### src/rtl/delay_line_ctrl_pkg.sv
// Shared types and helpers for the delay-line sequencer: FSM states, default widths, fill length.
package delay_line_ctrl_pkg;

  localparam int DEPTH_W_DEF = 8;
  localparam int BEATS_W_DEF = 24;

  typedef enum logic [1:0] {IDLE, FILL, RUN, FLUSH} state_e;

  // Warm-up beats before the last stage holds real data.
  function automatic logic [31:0] fill_len(input int unsigned taps, input logic [31:0] depth);
    return (taps - 1) * depth;
  endfunction

endpackage

### src/rtl/delay_line_ctrl.sv
// Sequences a TAPS-stage delay-line cascade per layer: config latch, fill count, window valid, flush.
// Optional perf counters stall_cnt/starve_cnt are built when DELAY_LINE_CTRL_PERF_EN is defined.
module delay_line_ctrl
  import delay_line_ctrl_pkg::*;
#(
  parameter int DEPTH_W = DEPTH_W_DEF,
  parameter int TAPS    = 3,
  parameter int BEATS_W = BEATS_W_DEF
) (
  input  logic               clk,
  input  logic               rst_n,
  input  logic               cfg_valid,
  output logic               cfg_ready,
  input  logic [DEPTH_W-1:0] cfg_depth,
  input  logic [BEATS_W-1:0] cfg_beats,
  input  logic               s_valid,
  output logic               s_ready,
  output logic               m_valid,
  input  logic               m_ready,
  output logic               dl_en,
  output logic               dl_rst,
  output logic [DEPTH_W-1:0] dl_depth,
  output logic               busy,
  output logic               done
`ifdef DELAY_LINE_CTRL_PERF_EN
  ,
  output logic [31:0]        stall_cnt,
  output logic [31:0]        starve_cnt
`endif
);

  state_e             state_q;
  logic [DEPTH_W-1:0] depth_q;
  logic [BEATS_W-1:0] beats_q;
  logic [BEATS_W-1:0] in_cnt_q;
  logic [BEATS_W-1:0] fill_cnt_q;
  logic               m_valid_q;
  logic               dl_rst_q;
  logic               done_q;

  logic [BEATS_W-1:0] fill_last;
  logic [BEATS_W-1:0] in_cnt_d;
  logic [BEATS_W-1:0] fill_cnt_d;
  logic               in_done;
  logic               in_last;
  logic               fire;

  assign fill_last  = BEATS_W'(fill_len(TAPS, 32'(depth_q))) - BEATS_W'(1);
  assign in_cnt_d   = (&in_cnt_q) ? in_cnt_q : in_cnt_q + BEATS_W'(1);
  assign fill_cnt_d = (&fill_cnt_q) ? fill_cnt_q : fill_cnt_q + BEATS_W'(1);
  assign in_done    = (in_cnt_q == beats_q);
  assign in_last    = (in_cnt_d == beats_q);

  // Once all layer beats are in, input closes and only the pending window drains.
  always_comb begin
    s_ready = 1'b0;
    case (state_q)
      FILL:    s_ready = 1'b1;
      RUN:     s_ready = !in_done && (!m_valid_q || m_ready);
      default: s_ready = 1'b0;
    endcase
  end

  assign fire      = s_valid && s_ready;
  assign dl_en     = fire;
  assign cfg_ready = (state_q == IDLE);
  assign busy      = (state_q != IDLE);
  assign m_valid   = m_valid_q;
  assign dl_rst    = dl_rst_q;
  assign done      = done_q;
  assign dl_depth  = depth_q;

  always_ff @(posedge clk or negedge rst_n) begin
    if (!rst_n) begin
      state_q    <= IDLE;
      depth_q    <= '0;
      beats_q    <= '0;
      in_cnt_q   <= '0;
      fill_cnt_q <= '0;
      m_valid_q  <= 1'b0;
      dl_rst_q   <= 1'b1;
      done_q     <= 1'b0;
    end else begin
      dl_rst_q <= 1'b0;
      done_q   <= 1'b0;
      case (state_q)
        IDLE: begin
          if (cfg_valid) begin
            depth_q    <= (cfg_depth == '0) ? DEPTH_W'(1) : cfg_depth;
            beats_q    <= cfg_beats;
            in_cnt_q   <= '0;
            fill_cnt_q <= '0;
            m_valid_q  <= 1'b0;
            if (cfg_beats == '0) done_q <= 1'b1;
            else state_q <= (TAPS == 1) ? RUN : FILL;
          end
        end
        FILL: begin
          if (fire) begin
            fill_cnt_q <= fill_cnt_d;
            in_cnt_q   <= in_cnt_d;
            // A layer no longer than the fill never yields a window.
            if (in_last) begin
              state_q  <= FLUSH;
              dl_rst_q <= 1'b1;
              done_q   <= 1'b1;
            end else if (fill_cnt_q == fill_last) begin
              state_q <= RUN;
            end
          end
        end
        RUN: begin
          if (fire) begin
            in_cnt_q  <= in_cnt_d;
            m_valid_q <= 1'b1;
          end else if (m_ready) begin
            m_valid_q <= 1'b0;
          end
          if (in_done && (!m_valid_q || m_ready)) begin
            state_q  <= FLUSH;
            dl_rst_q <= 1'b1;
            done_q   <= 1'b1;
          end
        end
        default: state_q <= IDLE;
      endcase
    end
  end

`ifdef DELAY_LINE_CTRL_PERF_EN
  logic [31:0] stall_q;
  logic [31:0] starve_q;

  always_ff @(posedge clk or negedge rst_n) begin
    if (!rst_n) begin
      stall_q  <= '0;
      starve_q <= '0;
    end else if (state_q == IDLE && cfg_valid) begin
      stall_q  <= '0;
      starve_q <= '0;
    end else begin
      if (state_q == RUN && m_valid_q && !m_ready && !(&stall_q))
        stall_q <= stall_q + 32'd1;
      if ((state_q == FILL || state_q == RUN) && s_ready && !s_valid && !(&starve_q))
        starve_q <= starve_q + 32'd1;
    end
  end

  assign stall_cnt  = stall_q;
  assign starve_cnt = starve_q;
`endif

endmodule

### config.mk
export PLATFORM = sky130hd
export DESIGN_NAME = delay_line_ctrl
export DESIGN_NICKNAME = d
export VERILOG_FILES = /design/src/rtl/delay_line_ctrl_pkg.sv /design/src/rtl/delay_line_ctrl.sv
export SDC_FILE = /design/constraint.sdc
export NUM_CORES = 1
export LEC_CHECK = 0
export CAP_MARGIN = 10
export CORE_MARGIN = 2
export CORE_UTILIZATION = 60
export CTS_CLUSTER_SIZE = 8
export DETAILED_ROUTE_END_ITERATION = 6
export GPL_TIMING_DRIVEN = 1
export PLACE_DENSITY = 0.83
export SLEW_MARGIN = 20
export SYNTH_ARGS = -nofsm -noshare
export SYNTH_HDL_FRONTEND = slang
export SYNTH_SLANG_ARGS = --single-unit
### constraint.sdc
create_clock -name clk -period 6.55 [get_ports clk]
set_clock_uncertainty 0.05 [all_clocks]
set_input_delay 0.9825 -clock clk [delete_from_list [all_inputs] [get_ports clk]]
set_output_delay 0.9825 -clock clk [all_outputs]
set_load 0.02 [all_outputs]
==> results of run 1 <==
## cells by family after synthesis
kind of cell / synth area share
and+or+nand+nor: 0.2325
AOI/OAI and AO/OA: 0.1410
DFF: 0.3882
xor gates and xnor gates: 0.1102
buffers and inverters: 0.03149
muxes: 0.08056
adders and majority gates: 0.01597
## layout by cell type, fill, tap and decap left out, drive strengths merged, types with 3 or more instances in the layout
| cell | count |
|---|---|
| dfrtp | 84 |
| clkdlybuf4s50 | 50 |
| nor2 | 44 |
| nand2 | 40 |
| xnor2 | 37 |
| o21ai | 37 |
| nand3 | 35 |
| mux2 | 33 |
| xor2 | 32 |
| a21oi | 27 |
| nand4 | 27 |
| nor3 | 19 |
| nor4 | 15 |
| inv | 13 |
| and3 | 13 |
| o31ai | 13 |
| clkbuf | 11 |
| mux2i | 7 |
| and2 | 7 |
| nor2b | 7 |
| ha | 7 |
| o21a | 6 |
| and4 | 6 |
| or4 | 6 |
| nand2b | 5 |
| a21boi | 5 |
| a31oi | 5 |
| buf | 5 |
| or3 | 4 |
| a211oi | 4 |
| o22ai | 4 |
| nand3b | 3 |
| a21o | 3 |
## per-layer routing
metal,GRT usage,vias to the layer above,share of wire
met5,0,-,0
met4,0.09589,0,0.021
met3,0.05552,29,0.085
met2,0.4667,270,0.45
met1,0.4619,2432,0.44
li1,-,2261,-
## where the power goes
part,leakage [nW],switching [mW],internal (mW)
registers,1.11,0.160,0.654
clock network,0.110,0.198,0.227
logic,1.25,0.695,0.521
total,2.47,1.05,1.40
## metrics by stage
stage	total power [mW]	hold slack (ns)	cells
2_1_floorplan	1.643	0.4495	599
3_3_place_gp	1.949	0.4577	732
3_5_place_dp	1.996	0.4653	732
4_1_cts	2.430	0.4829	748
5_1_grt	2.595	0.5041	748
6_report	2.454	0.4866	748
## cell type report
type	instances	area, um2	share of cell area
inverter	13	48.80	0.007788
clock inverter	5	85.08	0.01358
clock buffer	11	141.4	0.02256
timing repair buffer	55	538.0	0.08586
tap	108	135.1	0.02157
multi-input combinational	471	3189	0.5090
sequential	85	2128	0.3397
## sequential cells by signal (all words and copies together) (netlist names)
name	cells
dl_depth	8
state_q	2
done	1
fill_cnt_q	24
m_valid	1
dl_rst	1
in_cnt_q	24
beats_q	24
## path summary, 6_finish.rpt
kind / start / endpoint / slack (ns) / depth (start not counted)
min: beats_q[17] / beats_q[17] / 0.49 / 1
max reg2reg: in_cnt_q[1] / state_q[1] / 2.74 / 10
max in group asynchronous: rst_n / dl_depth[0] / 4.89 / 2
min in group asynchronous: rst_n / in_cnt_q[6] / 0.51 / 1
min reg2reg: beats_q[17] / beats_q[17] / 0.49 / 1
max: in_cnt_q[11] / dl_en / 2.18 / 7
==> qor.txt, run 1 <==
Max-cap viol count - 0
# setup viols final - 0
Cells resized by post-CTS repair - 0
Worst hold path type - flop to flop
CP max stage cell - clkdlybuf4s50_1
DIE HEIGHT - 99.59 um
Post-synth top cells - 84 x dfrtp_1, 43 x nor2_1, 39 x nand2_1
Setup WS pre-CTS - 2.612 ns
Kind of critical path - flop to primary output
Design area - 6266 um2
TritonCTS Buffers - 9
Initial antenna violation count - 0
Outcome - finished, final reports clean
Synth area leaders - dfrtp_1 38%, mux2_2 6.6%, xnor2_1 5.9%
Routed WL - 14.86 mm
Pre-antenna DRT Iters - 5
Lkg Pwr - 2.465 nW
Worst Tran Pin Value - 0.9218 ns
Die Span X - 99.59 um
Initial Util - 0.6226
DR WL/cell - 19.87 um
Yosys cell types - 62
Post-CTS Setup Bufs - 0
Slew Viols, Final - 0
ANT cells - 0
Final Hold Vio Count - 0
Clock Sinks - 85
F_max - 229.0 MHz
Cells after Synth - 599
DIE AREA - 9918 um2
IO buf count - 51
Placer Congestion - 0.9617
Hold_buf cts - 0
Via count - 4992
Synthesized area - 5483 um2
Rows - 34
Critical path fanouts, max - 7
Max_slew headroom - 0.3807
Core area - 8806 um2
EDFF count, synth - 0
Core Util, Final - 0.7116
Final worst-path cycle share - 0.6666
Yosys Warn Count - 0
Vias per cell - 6.674
RSZ-0062 raised after global routing - no
First-pass GRT wire length - 24.29 mm
H-tree levels - 3
Family with the most delay on the worst path - simple AND/OR/NAND/NOR gates
Async S/R FF share, synth - 1.000
Post-route setup TNS - 0 ns
Top FF cell, synth - dfrtp_1
Placed Area - 6032 um2
GR Util All Layers - 0.3112
Residual DRC - 0
CTS root buf - clkbuf_8
Crit path DAT - 3.33 ns
Sequential share of the synthesized area - 0.3882
Critical path, cell by cell - xnor2_1 > nand4_1 > or4_1 > nor4_1 > o21a_1 > nor2_1 > clkdlybuf4s50_1
Avg Cell Area, Syn - 9.153 um2
Worst Path Required - 5.52 ns
Setup WS post-layout - 2.183 ns
IO Count - 52
Min cycle time layout - 4.367 ns
Leading area contributor after synthesis - dfrtp_1
CP Buf/Inv Count - 1
Final nets - 679
PwrDens - 391.6 nW/um2
Reg clk slew, reported paths - 0.09 ns
Dpl hpwl - 10.82 mm
Number of global-route vias before repair - 4676
CTS Buffer Depth - 2
Final ANT Viol Nets - 0
Gr ovfl total - 0
Top cell type's share of synthesized area - 0.3834
Count leader, synth - dfrtp_1
CTS tree - built
Synth-to-Final Area Change - 14.29%
Startpoint types - flop
Critical path capture point type - primary output
Largest net degree at the start of global routing - 53
CP max stage delay - 0.57 ns
Synth Net Count - 643
Share of layout cells above drive strength 1 - 0.1063
# fillers - 677
Starting DRT DRC Count - 527
Clock Latency Late Sink - 0.36 ns
#FFs+latches synth - 85
Max VDD drop - 349.9 uV
Note: power is estimated with default switching activity, not from simulation.
==> run 2, diff against run 1 <==
Settings changed: CORE_UTILIZATION 60 to 58, PLACE_DENSITY 0.83 to 0.81.
Clock period 6.55 ns to 4.11 ns, I/O delays scaled along.
==> run 2 against run 1 <==
Against the previous run: sequential share of layout area fell by 0.095 points; worst hold slack got worse by 0.20 ns; utilization is 2.8 points lower; total power grew 54%; clock power rose by 29%; combinational power is 57% higher; die area is 3.3% higher; global-route usage fell by 0.74 points; sequential power increased by 61%; first-iteration DRC count down 2.1%; highest routed layer unchanged.
==> qor.txt, run 2 (same netlist as run 1, synthesis figures left out) <==
Setup WS post-layout - 0.1747 ns
Placed Area - 6096 um2
Clock Latency Late Sink - 0.36 ns
Critical path fanouts, max - 7
Core area - 9196 um2
PwrDens - 602.1 nW/um2
Worst Tran Pin Value - 0.8047 ns
Dpl hpwl - 11.01 mm
Lkg Pwr - 2.487 nW
Reg clk slew, reported paths - 0.09 ns
Max VDD drop - 436.2 uV
Pre-antenna DRT Iters - 6
Critical path capture point type - primary output
Clk pwr share - 0.145
Max_slew headroom - 0.4635
DR WL/cell - 19.39 um
Setup WS pre-CTS - 0.4696 ns
GR Util All Layers - 0.3038
Post-route setup TNS - 0 ns
Routed WL - 14.72 mm
IO buf count - 51
Multi-input gate area - 3196 um2
Vias per cell - 6.505
Design area - 6284 um2
Sequential share of power - 0.346
Net Switching - 1.666 mW
First-pass GRT wire length - 24.28 mm
ANT cells - 0
# setup viols final - 0
F_max - 254.1 MHz
Final Hold Vio Count - 0
Slew Viols, Final - 0
Final nets - 687
Via count - 4937
CTS Buffer Depth - 2
IO Count - 52
TritonCTS Buffers - 9
Commonest non-fill, non-tap cell in the layout - dfrtp_1
# fillers - 738
WHS - 0.2878 ns
Largest regs - beats_q (24), fill_cnt_q (24), in_cnt_q (24)
Max-cap viol count - 0
Rows - 35
Most frequent cells in the layout - 84 x dfrtp_1, 50 x clkdlybuf4s50_1, 43 x nor2_1
Share of layout cells above drive strength 1 - 0.1173
Number of global-route vias before repair - 4670
Placer Congestion - 1.019
Initial antenna violation count - 0
Die Span X - 101.2 um
Crit path DAT - 3.27 ns
Initial Util - 0.5962
Worst hold path type - input port to async pin
Net Sw Frac - 0.4403
Min cycle time layout - 3.935 ns
DIE AREA - 10250 um2
Kind of critical path - flop to primary output
CTS tree - built
DIE HEIGHT - 101.2 um
Hold_buf cts - 0
Clock Sinks - 85
Cells resized by post-CTS repair - 0
Residual DRC - 0
RSZ-0062 raised after global routing - no
H-tree levels - 3
Post-CTS Setup Bufs - 0
Int Pwr - 2.118 mW
Worst Path Required - 3.44 ns
Final ANT Viol Nets - 0
Synth-to-Final Area Change - 14.61%
Startpoint types - flop
Outcome - finished, final reports clean
CTS root buf - clkbuf_8
Combinational Power Share - 0.509
Largest net degree at the start of global routing - 66
Final worst-path cycle share - 0.9575
Gr ovfl total - 0
Storage cell area - 2128 um2
Starting DRT DRC Count - 516
==> run 2: changes by cell type in the layout (fill, tap and decap cells not counted), sizes merged <==
cell / previous run / this run
clkinvlp: 1 / 2
buf: 5 / 13
clkinv: 2 / 1
bufinv: 2 / 0
inv: 13 / 16
clkbuf: 11 / 10
==> run 2: critical path, cell delays in order, from the launching register on <==
cell	delay (ns)
dfrtp_1	0.50
xnor2_1	0.40
nand4_1	0.13
or4_1	0.55
nor4_2	0.36
buf_4	0.18
o21a_1	0.13
nor2_1	0.10
clkdlybuf4s50_1	0.57
==> run 2: through the flow <==
stage,utilization,power [mW],std cells
floorplan,-,2.618,599
global placement,0.6629,3.153,743
detailed placement,0.6629,3.194,743
CTS,0.6818,3.751,759
global route,0.6833,4.044,759
finish,0.6833,3.783,759
==> run 2: layer usage <==
| layer | part of all wire | GRT usage | up-vias |
|---|---|---|---|
| met5 | 0 | 0 | - |
| met2 | 0.44 | 0.4626 | 268 |
| met1 | 0.45 | 0.4483 | 2370 |
| li1 | - | - | 2270 |
| met3 | 0.094 | 0.06970 | 29 |
| met4 | 0.015 | 0.06133 | 0 |
==> run 2: power by group through the flow <==
stage / sequential (mW) / combinational, mW / clock (mW)
2_1_floorplan: 1.25 / 1.37 / 0
3_3_place_gp: 1.30 / 1.85 / 0
3_5_place_dp: 1.31 / 1.88 / 0
4_1_cts: 1.30 / 1.89 / 0.561
5_1_grt: 1.34 / 2.11 / 0.596
6_report: 1.31 / 1.92 / 0.549
==> run 2: cell type report <==
class	instances	area share
clock buffers	10	0.02031
clock inverters	6	0.007368
inverters	13	0.007766
multi-input cells	471	0.5086
flip-flops and latches	85	0.3387
well taps	111	0.02210
repair buffers	63	0.09518
==> run 2: final timing paths <==
kind                       cells past startpoint         start  slack, ns     endpoint
max                                            8  in_cnt_q[13]       0.17        dl_en
min                                            1         rst_n       0.29  in_cnt_q[6]
max reg2reg                                   10   in_cnt_q[0]       0.57   state_q[1]
min reg2reg                                    1    beats_q[7]       0.49   beats_q[7]
max in group asynchronous                      2         rst_n       2.88       dl_rst
min in group clk                               1    beats_q[7]       0.49   beats_q[7]
==> run 3, diff against run 2 <==
--- a/config.mk
+++ b/config.mk
@@ -8,9 +8,10 @@
 export CAP_MARGIN = 10
 export CORE_MARGIN = 2
-export CORE_UTILIZATION = 58
+export CORE_UTILIZATION = 60
+export CTS_BUF_LIST = sky130_fd_sc_hd__clkbuf_4 sky130_fd_sc_hd__clkbuf_8
 export CTS_CLUSTER_SIZE = 8
 export DETAILED_ROUTE_END_ITERATION = 6
 export GPL_TIMING_DRIVEN = 1
-export PLACE_DENSITY = 0.81
+export PLACE_DENSITY = 0.83
 export SLEW_MARGIN = 20
 export SYNTH_ARGS = -nofsm -noshare
--- a/constraint.sdc
+++ b/constraint.sdc
@@ -3,3 +3,3 @@
 set_input_delay 0.6165 -clock clk [delete_from_list [all_inputs] [get_ports clk]]
 set_output_delay 0.6165 -clock clk [all_outputs]
-set_load 0.02 [all_outputs]
+set_load 0.1 [all_outputs]
==> run 3 against run 2 <==
Against the previous run: critical path depth decreased by 1; design area increased by 0.16%; register-to-register slack got worse by 0.05 ns; worst setup slack improved by 0.23 ns; clock power increased by 23%; total power increased by 14%; sequential share of layout area decreased by 0.054 points; cell count decreased by 0.79%; flip-flop and latch count unchanged; largest power group unchanged; highest routed layer unchanged.
==> qor.txt, run 3 (same netlist as run 1, synthesis figures left out) <==
Critical path capture point type - primary output
Commonest non-fill, non-tap cell in the layout - dfrtp_1
Clock Sinks - 85
Pre-antenna DRT Iters - 5
Kind of critical path - flop to primary output
Share of layout cells above drive strength 1 - 0.1147
Rows - 34
First-pass GRT wire length - 23.94 mm
Post-route setup TNS - 0 ns
CP Buf/Inv Count - 1
IO buf count - 51
CTS root buf - clkbuf_8
F_max - 269.7 MHz
PwrDens - 685.1 nW/um2
Design area - 6294 um2
Placed Area - 6065 um2
Cells resized by post-CTS repair - 0
ANT cells - 0
Largest net degree at the start of global routing - 86
Family with the most delay on the worst path - simple AND/OR/NAND/NOR gates
Reg clk slew, reported paths - 0.10 ns
CTS Buffer Depth - 2
H-tree levels - 3
Via count - 4893
CP max stage cell - or4_1
Max_slew headroom - 0.3217
Core area - 8806 um2
Dpl hpwl - 10.41 mm
Lkg Pwr - 2.498 nW
Setup WS post-layout - 0.4019 ns
Starting DRT DRC Count - 448
Worst Path Required - 3.44 ns
Hold_buf cts - 0
Number of global-route vias before repair - 4748
Post-CTS Setup Bufs - 0
Worst Tran Pin Value - 1.014 ns
WHS - 0.2465 ns
DIE AREA - 9918 um2
Worst hold path type - input port to async pin
Critical path fanouts, max - 7
Slew Viols, Final - 0
GR Util All Layers - 0.3036
Largest regs - beats_q (24), fill_cnt_q (24), in_cnt_q (24)
Initial Util - 0.6226
Routed WL - 14.43 mm
Gr ovfl total - 0
Final Hold Vio Count - 0
Max-cap viol count - 0
# setup viols final - 0
Max VDD drop - 870.0 uV
Final worst-path cycle share - 0.9022
Residual DRC - 0
Initial antenna violation count - 0
TritonCTS Buffers - 9
Clock Latency Late Sink - 0.36 ns
Min cycle time layout - 3.708 ns
DIE HEIGHT - 99.59 um
Critical path, cell by cell - xnor2_1 > nand4_1 > or4_1 > nor4_1 > o21a_1 > nor2_1 > buf_4
Final nets - 684
Placer Congestion - 1.008
CP max stage delay - 0.55 ns
Synth-to-Final Area Change - 14.79%
IO Count - 52
Startpoint types - flop
Setup WS pre-CTS - 0.6921 ns
Crit path DAT - 3.04 ns
Outcome - finished, final reports clean
Die Span X - 99.59 um
Vias per cell - 6.498
RSZ-0062 raised after global routing - no
CTS tree - built
Most frequent cells in the layout - 84 x dfrtp_1, 48 x clkdlybuf4s50_1, 43 x nor2_1
Final ANT Viol Nets - 0
DR WL/cell - 19.17 um
-- run 3: routing by layer --
metal	wire (um)	track usage
met1	6392	0.4431
met5	0	0
met2	6226	0.4527
met4	457	0.1012
met3	1357	0.06465
-- run 3: layout make-up --
class	instances	area (um2)
multi-input combinational	471	3182
fill	663	2512
sequential	85	2128
timing repair buffer	60	574.3
tap	108	135.1
clock buffer	10	131.4
clock inverter	6	93.84
inverter	13	48.80
-- run 3: path summary, 6_finish.rpt --
path	from	endpoint	slack [ns]	cells after the start
setup reg to reg	in_cnt_q[0]	state_q[1]	0.52	10
hold / removal	rst_n	in_cnt_q[18]	0.25	1
setup / recovery	in_cnt_q[11]	dl_en	0.40	7
min in group clk	beats_q[20]	beats_q[20]	0.48	1
max in group asynchronous	rst_n	fill_cnt_q[1]	3.25	1
hold reg to reg	beats_q[20]	beats_q[20]	0.48	1
-- run 3: power by group --
group	leakage [nW]	switching [mW]	internal [mW]	total (mW)
logic	1.28	1.49	0.841	2.33
registers	1.11	0.263	1.04	1.30
clock network	0.111	0.323	0.355	0.678
-- run 3: through the flow --
| stage | instances | util | power, mW |
|---|---|---|---|
| after detailed placement | 737 | 0.6887 | 3.587 |
| after global routing | 753 | 0.7147 | 4.548 |
| final | 753 | 0.7147 | 4.312 |
| after global placement | 737 | 0.6887 | 3.517 |
| after floorplan | 599 | - | 3.020 |
| after CTS | 753 | 0.7143 | 4.282 |
==> RTL change 1, RTL diff (config.mk and constraints of run 3) <==
Set the package constant `BEATS_W_DEF` to 20 (it was 24).
--- a/src/rtl/delay_line_ctrl_pkg.sv
+++ b/src/rtl/delay_line_ctrl_pkg.sv
@@ -2,7 +2,7 @@
 package delay_line_ctrl_pkg;
 
   localparam int DEPTH_W_DEF = 8;
-  localparam int BEATS_W_DEF = 24;
+  localparam int BEATS_W_DEF = 20;
 
   typedef enum logic [1:0] {IDLE, FILL, RUN, FLUSH} state_e;
 
Ports: changed (resized cfg_beats); port bits go from 52 to 48. The function was not compared with the original's and may differ.
==> RTL change 1 against run 3 <==
  * Worst setup slack worse by 150 ps
  * Count of clock-buffer cells in the layout did not move
  * Combinational power down 8%
  * Sequential share of layout area decreased by 1.8 points
  * Die area fell by 9.4%
  * Sequential cell count down 12
  * Highest routed layer unchanged
  * Synthesized area down 9.7%
  * Total power fell by 6.9%
  * Largest cell class unchanged
  * Clock power up 4.0%
  * Register-to-register slack better by 30 ps
  * Global-route usage grew 2.6 points
  * Design area is 9.3% lower
  * Wire length increased by 0.18%
==> RTL change 1: results (changes against run 3) <==
* Nets at 639 (was 684)
* First-pass GRT wire length at 22320 microns (was 23940 microns)
* Average wire per standard cell at 20.39 microns (was 19.17 microns)
* Share of cells above drive strength 1 at 11.09% (was 11.47%)
* Top Registers: beats_q: 20 flops, fill_cnt_q: 20 flops, in_cnt_q: 20 flops (was beats_q: 24 flops, fill_cnt_q: 24 flops, in_cnt_q: 24 flops)
* XOR/XNOR Fraction of Synth Area at 8.496% (was 11.02%)
* Skew-Pair Late Insertion Delay at 350 ps
* Syn_nets at 604 (was 643)
* Final estimated routing congestion in global placement at 1.012 (was 1.008)
* Seq/Total Area, Yosys at 36.94% (was 38.82%)
* Hpwl dp at 10850 microns (was 10410 microns)
* Result of the run: finished, final reports clean (unchanged)
* Peak supply drop at 0.4551 mV (was 0.8700 mV)
* Yosys cell types at 64 (was 62)
* Pre-CTS setup slack at 677.3 ps (was 692.1 ps)
* # port buffers at 47 (was 51)
* Adder-cell share of the synthesized area at 1.770% (was 1.597%)
* Synth area leaders: dfrtp_1 36%, mux2_2 6.4%, xnor2_1 4.4% (was dfrtp_1 38%, mux2_2 6.6%, xnor2_1 5.9%)
* Initial DRC count at 412 (was 448)
* Vias in the first global route at 4271 (was 4748)
* Leakage at 0.002298 uW (was 0.002498 uW)
* Area after DPL at 5461 sq um (was 6065 sq um)
* Cells after DPL at 693 (was 737)
* CP max-delay cell: or4_1 (unchanged)
* Slew @ Worst Pin at 978.5 ps (was 1014 ps)
* Synthesized instance count at 564 (was 599)
* Largest net degree at the start of global routing at 74 (was 86)
* Most frequent cells after synthesis: 72 x dfrtp_1, 43 x nor2_1, 41 x nand2_1, 41 x o21ai_0, 32 x nand3_1 (was 84 x dfrtp_1, 43 x nor2_1, 39 x nand2_1)
* Global Route Usage Sum at 32.92% (was 30.36%)
* Post-synthesis compound-gate area fraction at 18.15% (was 14.10%)
* CTS H-tree lvls at 3 (unchanged)
* Drt pass-1 iters at 5 (unchanged)
-- RTL change 1: cell count changes after synthesis, moves of 9 or more --
| cell | run 3 | this run |
|---|---|---|
| dfrtp_1 | 84 | 72 |
| xor2_1 | 32 | 23 |
| buf_2 | 3 | 13 |
| clkbuf_1 | 26 | 14 |
| xnor2_1 | 37 | 25 |
-- RTL change 1: worst paths after layout --
check                          startpoint        endpoint  slack (ps)  depth (start not counted)
max                           in_cnt_q[4]           dl_en         250                          7
min                                 rst_n     beats_q[18]         320                          1
max reg2reg                   in_cnt_q[4]     in_cnt_q[1]         550                         10
min reg2reg                fill_cnt_q[15]  fill_cnt_q[15]         460                          1
max in group asynchronous           rst_n            done        3050                          1
min in group clk           fill_cnt_q[15]  fill_cnt_q[15]         460                          1
-- RTL change 1: layer usage --
metal | track usage, % | part of all wire (%) | vias to the layer above | wire [microns]
met5 | 0 | 0 | - | 0
met4 | 8.333 | 1.4 | 0 | 208
met3 | 6.145 | 8.9 | 19 | 1290
met2 | 51.71 | 46 | 222 | 6661
met1 | 46.99 | 44 | 2203 | 6299
li1 | - | - | 2139 | -
-- RTL change 1: final cells by class --
type                       count  area (sq um)
timing repair buffer          54         515.5
sequential                    73          1828
clock inverter                 6         115.1
clock buffer                  10         131.4
fill                         622          2385
multi-input combinational    440          2908
inverter                      21         78.83
tap                          105         131.4
-- RTL change 1: report_power, final --
part / internal [uW] / leakage, uW / total (uW) / switching [uW]
clock network: 414 / 0.000121 / 705 / 291
registers: 902 / 0.000945 / 1170 / 266
logic: 736 / 0.00123 / 2140 / 1410
total: 2050 / 0.00230 / 4010 / 1960
==> RTL change 2, RTL diff (config.mk and constraints of run 3) <==
Made on the original files. The 4 states of `state_e` get a one-hot encoding in 4 bits.
--- a/src/rtl/delay_line_ctrl_pkg.sv
+++ b/src/rtl/delay_line_ctrl_pkg.sv
@@ -4,7 +4,7 @@
   localparam int DEPTH_W_DEF = 8;
   localparam int BEATS_W_DEF = 24;
 
-  typedef enum logic [1:0] {IDLE, FILL, RUN, FLUSH} state_e;
+  typedef enum logic [3:0] {IDLE = 4'b0001, FILL = 4'b0010, RUN = 4'b0100, FLUSH = 4'b1000} state_e;
 
   // Warm-up beats before the last stage holds real data.
   function automatic logic [31:0] fill_len(input int unsigned taps, input logic [31:0] depth);
Formal check against the unedited RTL: no difference found for any inputs over 10 cycles, from zero or initial values and one cycle with rst_n low; not proved beyond that.
==> RTL change 2 against run 3 <==
  * Final cell count grew 15%
  * Global-route usage up 5.0 points
  * Non-clock buffer count increased by 1
  * Sequential share of layout area shrank 0.61 points
  * Via count grew 15%
  * Critical path depth rose by 1
  * Sequential cell count grew 2
  * Design area rose by 4.3%
  * Synthesized area rose by 6.2%
  * Worst setup slack gained 76 ps
  * Fmax up 2.1%
  * Hold slack improved by 20 ps
  * Total power decreased by 12%
  * Wire length rose by 22%
==> RTL change 2: results (changes against run 3) <==
* Result of the run: finished, final reports clean (unchanged)
* Leakage at 0.002775 uW (was 0.002498 uW)
* Peak supply drop at 0.8813 mV (was 0.8700 mV)
* Syn_nets at 739 (was 643)
* Worst-path fanout max at 9 (was 7)
* First-pass GRT wire length at 28520 microns (was 23940 microns)
* Fin cells at 864 (was 753)
* R2r worst-path depth at 8 (was 10)
* Initial DRC count at 469 (was 448)
* Syn avg cell area at 8.329 sq um (was 9.153 sq um)
* Vias at 5643 (was 4893)
* Critical path arrival at 3860 ps (was 3040 ps)
* Area growth from synthesis to layout at 12.74% (was 14.79%)
* Area after DPL at 6374 sq um (was 6065 sq um)
* Seq/Total Area, Yosys at 37.44% (was 38.82%)
* Global Route Usage Sum at 35.39% (was 30.36%)
* Hpwl dp at 13020 microns (was 10410 microns)
* Final estimated routing congestion in global placement at 1.010 (was 1.008)
* Nets at 770 (was 684)
* Flop2flop setup slack at 480 ps (was 520 ps)
* Yosys cell types at 70 (was 62)
* Cells after DPL at 848 (was 737)
* Average wire per standard cell at 20.35 microns (was 19.17 microns)
* Reg2reg end: done (was state_q[1])
* Fill cells at 755 (was 663)
* Share of cells above drive strength 1 at 6.939% (was 11.47%)
[RTL change 2: cell types whose count changed after synthesis, sizes merged, moves of 8 or more]
cell    change
buf        +13
xor2        +8
nor4        +8
mux2       -30
or3        +12
xnor2      -11
a211oi     +12
nand2      +84
nor2       +10
[RTL change 2: area by class of cell]
type / instances / area share, %
flip-flops and latches: 87 / 33.21
clock buffers: 9 / 1.887
repair buffers: 61 / 8.769
multi-input cells: 558 / 51.93
inverters: 13 / 0.7434
well taps: 129 / 2.459
clock inverters: 7 / 1.010
[RTL change 2: kinds of logic after synthesis]
family | share of synthesized area [%]
XOR/XNOR | 9.929
AND/OR/NAND/NOR | 30.99
flip-flops | 37.44
adder cells (fa/ha/maj) | 0.6448
AO/OA/AOI/OAI | 15.39
multiplexers | 1.504
buffers and inverters | 4.105
[RTL change 2: where the power goes]
part / switching, uW / leakage (uW) / internal, uW
logic: 1330 / 0.00153 / 612
registers: 221 / 0.00115 / 1040
clock network: 360 / 0.0000914 / 234
[RTL change 2: worst max path at each step]
stage           startpoint  cells after the start           end
2_1_floorplan   state_q[0]                      9  in_cnt_q[22]
3_3_place_gp   in_cnt_q[0]                      8          done
3_5_place_dp   in_cnt_q[0]                      8          done
5_1_grt        in_cnt_q[0]                      8          done
4_1_cts        in_cnt_q[7]                      9         dl_en
6_report       in_cnt_q[0]                      8          done
[RTL change 2: metrics by stage]
| stage | hold slack, ps | setup slack, ps |
|---|---|---|
| 3_3_place_gp | 434.2 | 621.9 |
| 6_report | 266.1 | 478.4 |
| 2_1_floorplan | 270.9 | 370.0 |
| 5_1_grt | 344.4 | 301.6 |
| 3_5_place_dp | 436.8 | 697.6 |
| 4_1_cts | 302.0 | 627.7 |
[RTL change 2: metal layers]
layer | track usage, % | wire (microns) | vias to the layer above
met3 | 6.102 | 1387 | 52
met4 | 15.69 | 669 | 0
met2 | 58.32 | 8530 | 287
li1 | - | - | 2603
met1 | 45.94 | 6998 | 2701
met5 | 0 | 0 | -
[RTL change 2: critical path, stage by stage, from the launching register on]
cell and delay, ps:
dfrtp_1 480, ha_1 230, nand3_1 330, nor3_1 360, nand4_1 250, or3_1 430
a2111oi_0 800, nand4_1 340, o221ai_1 280
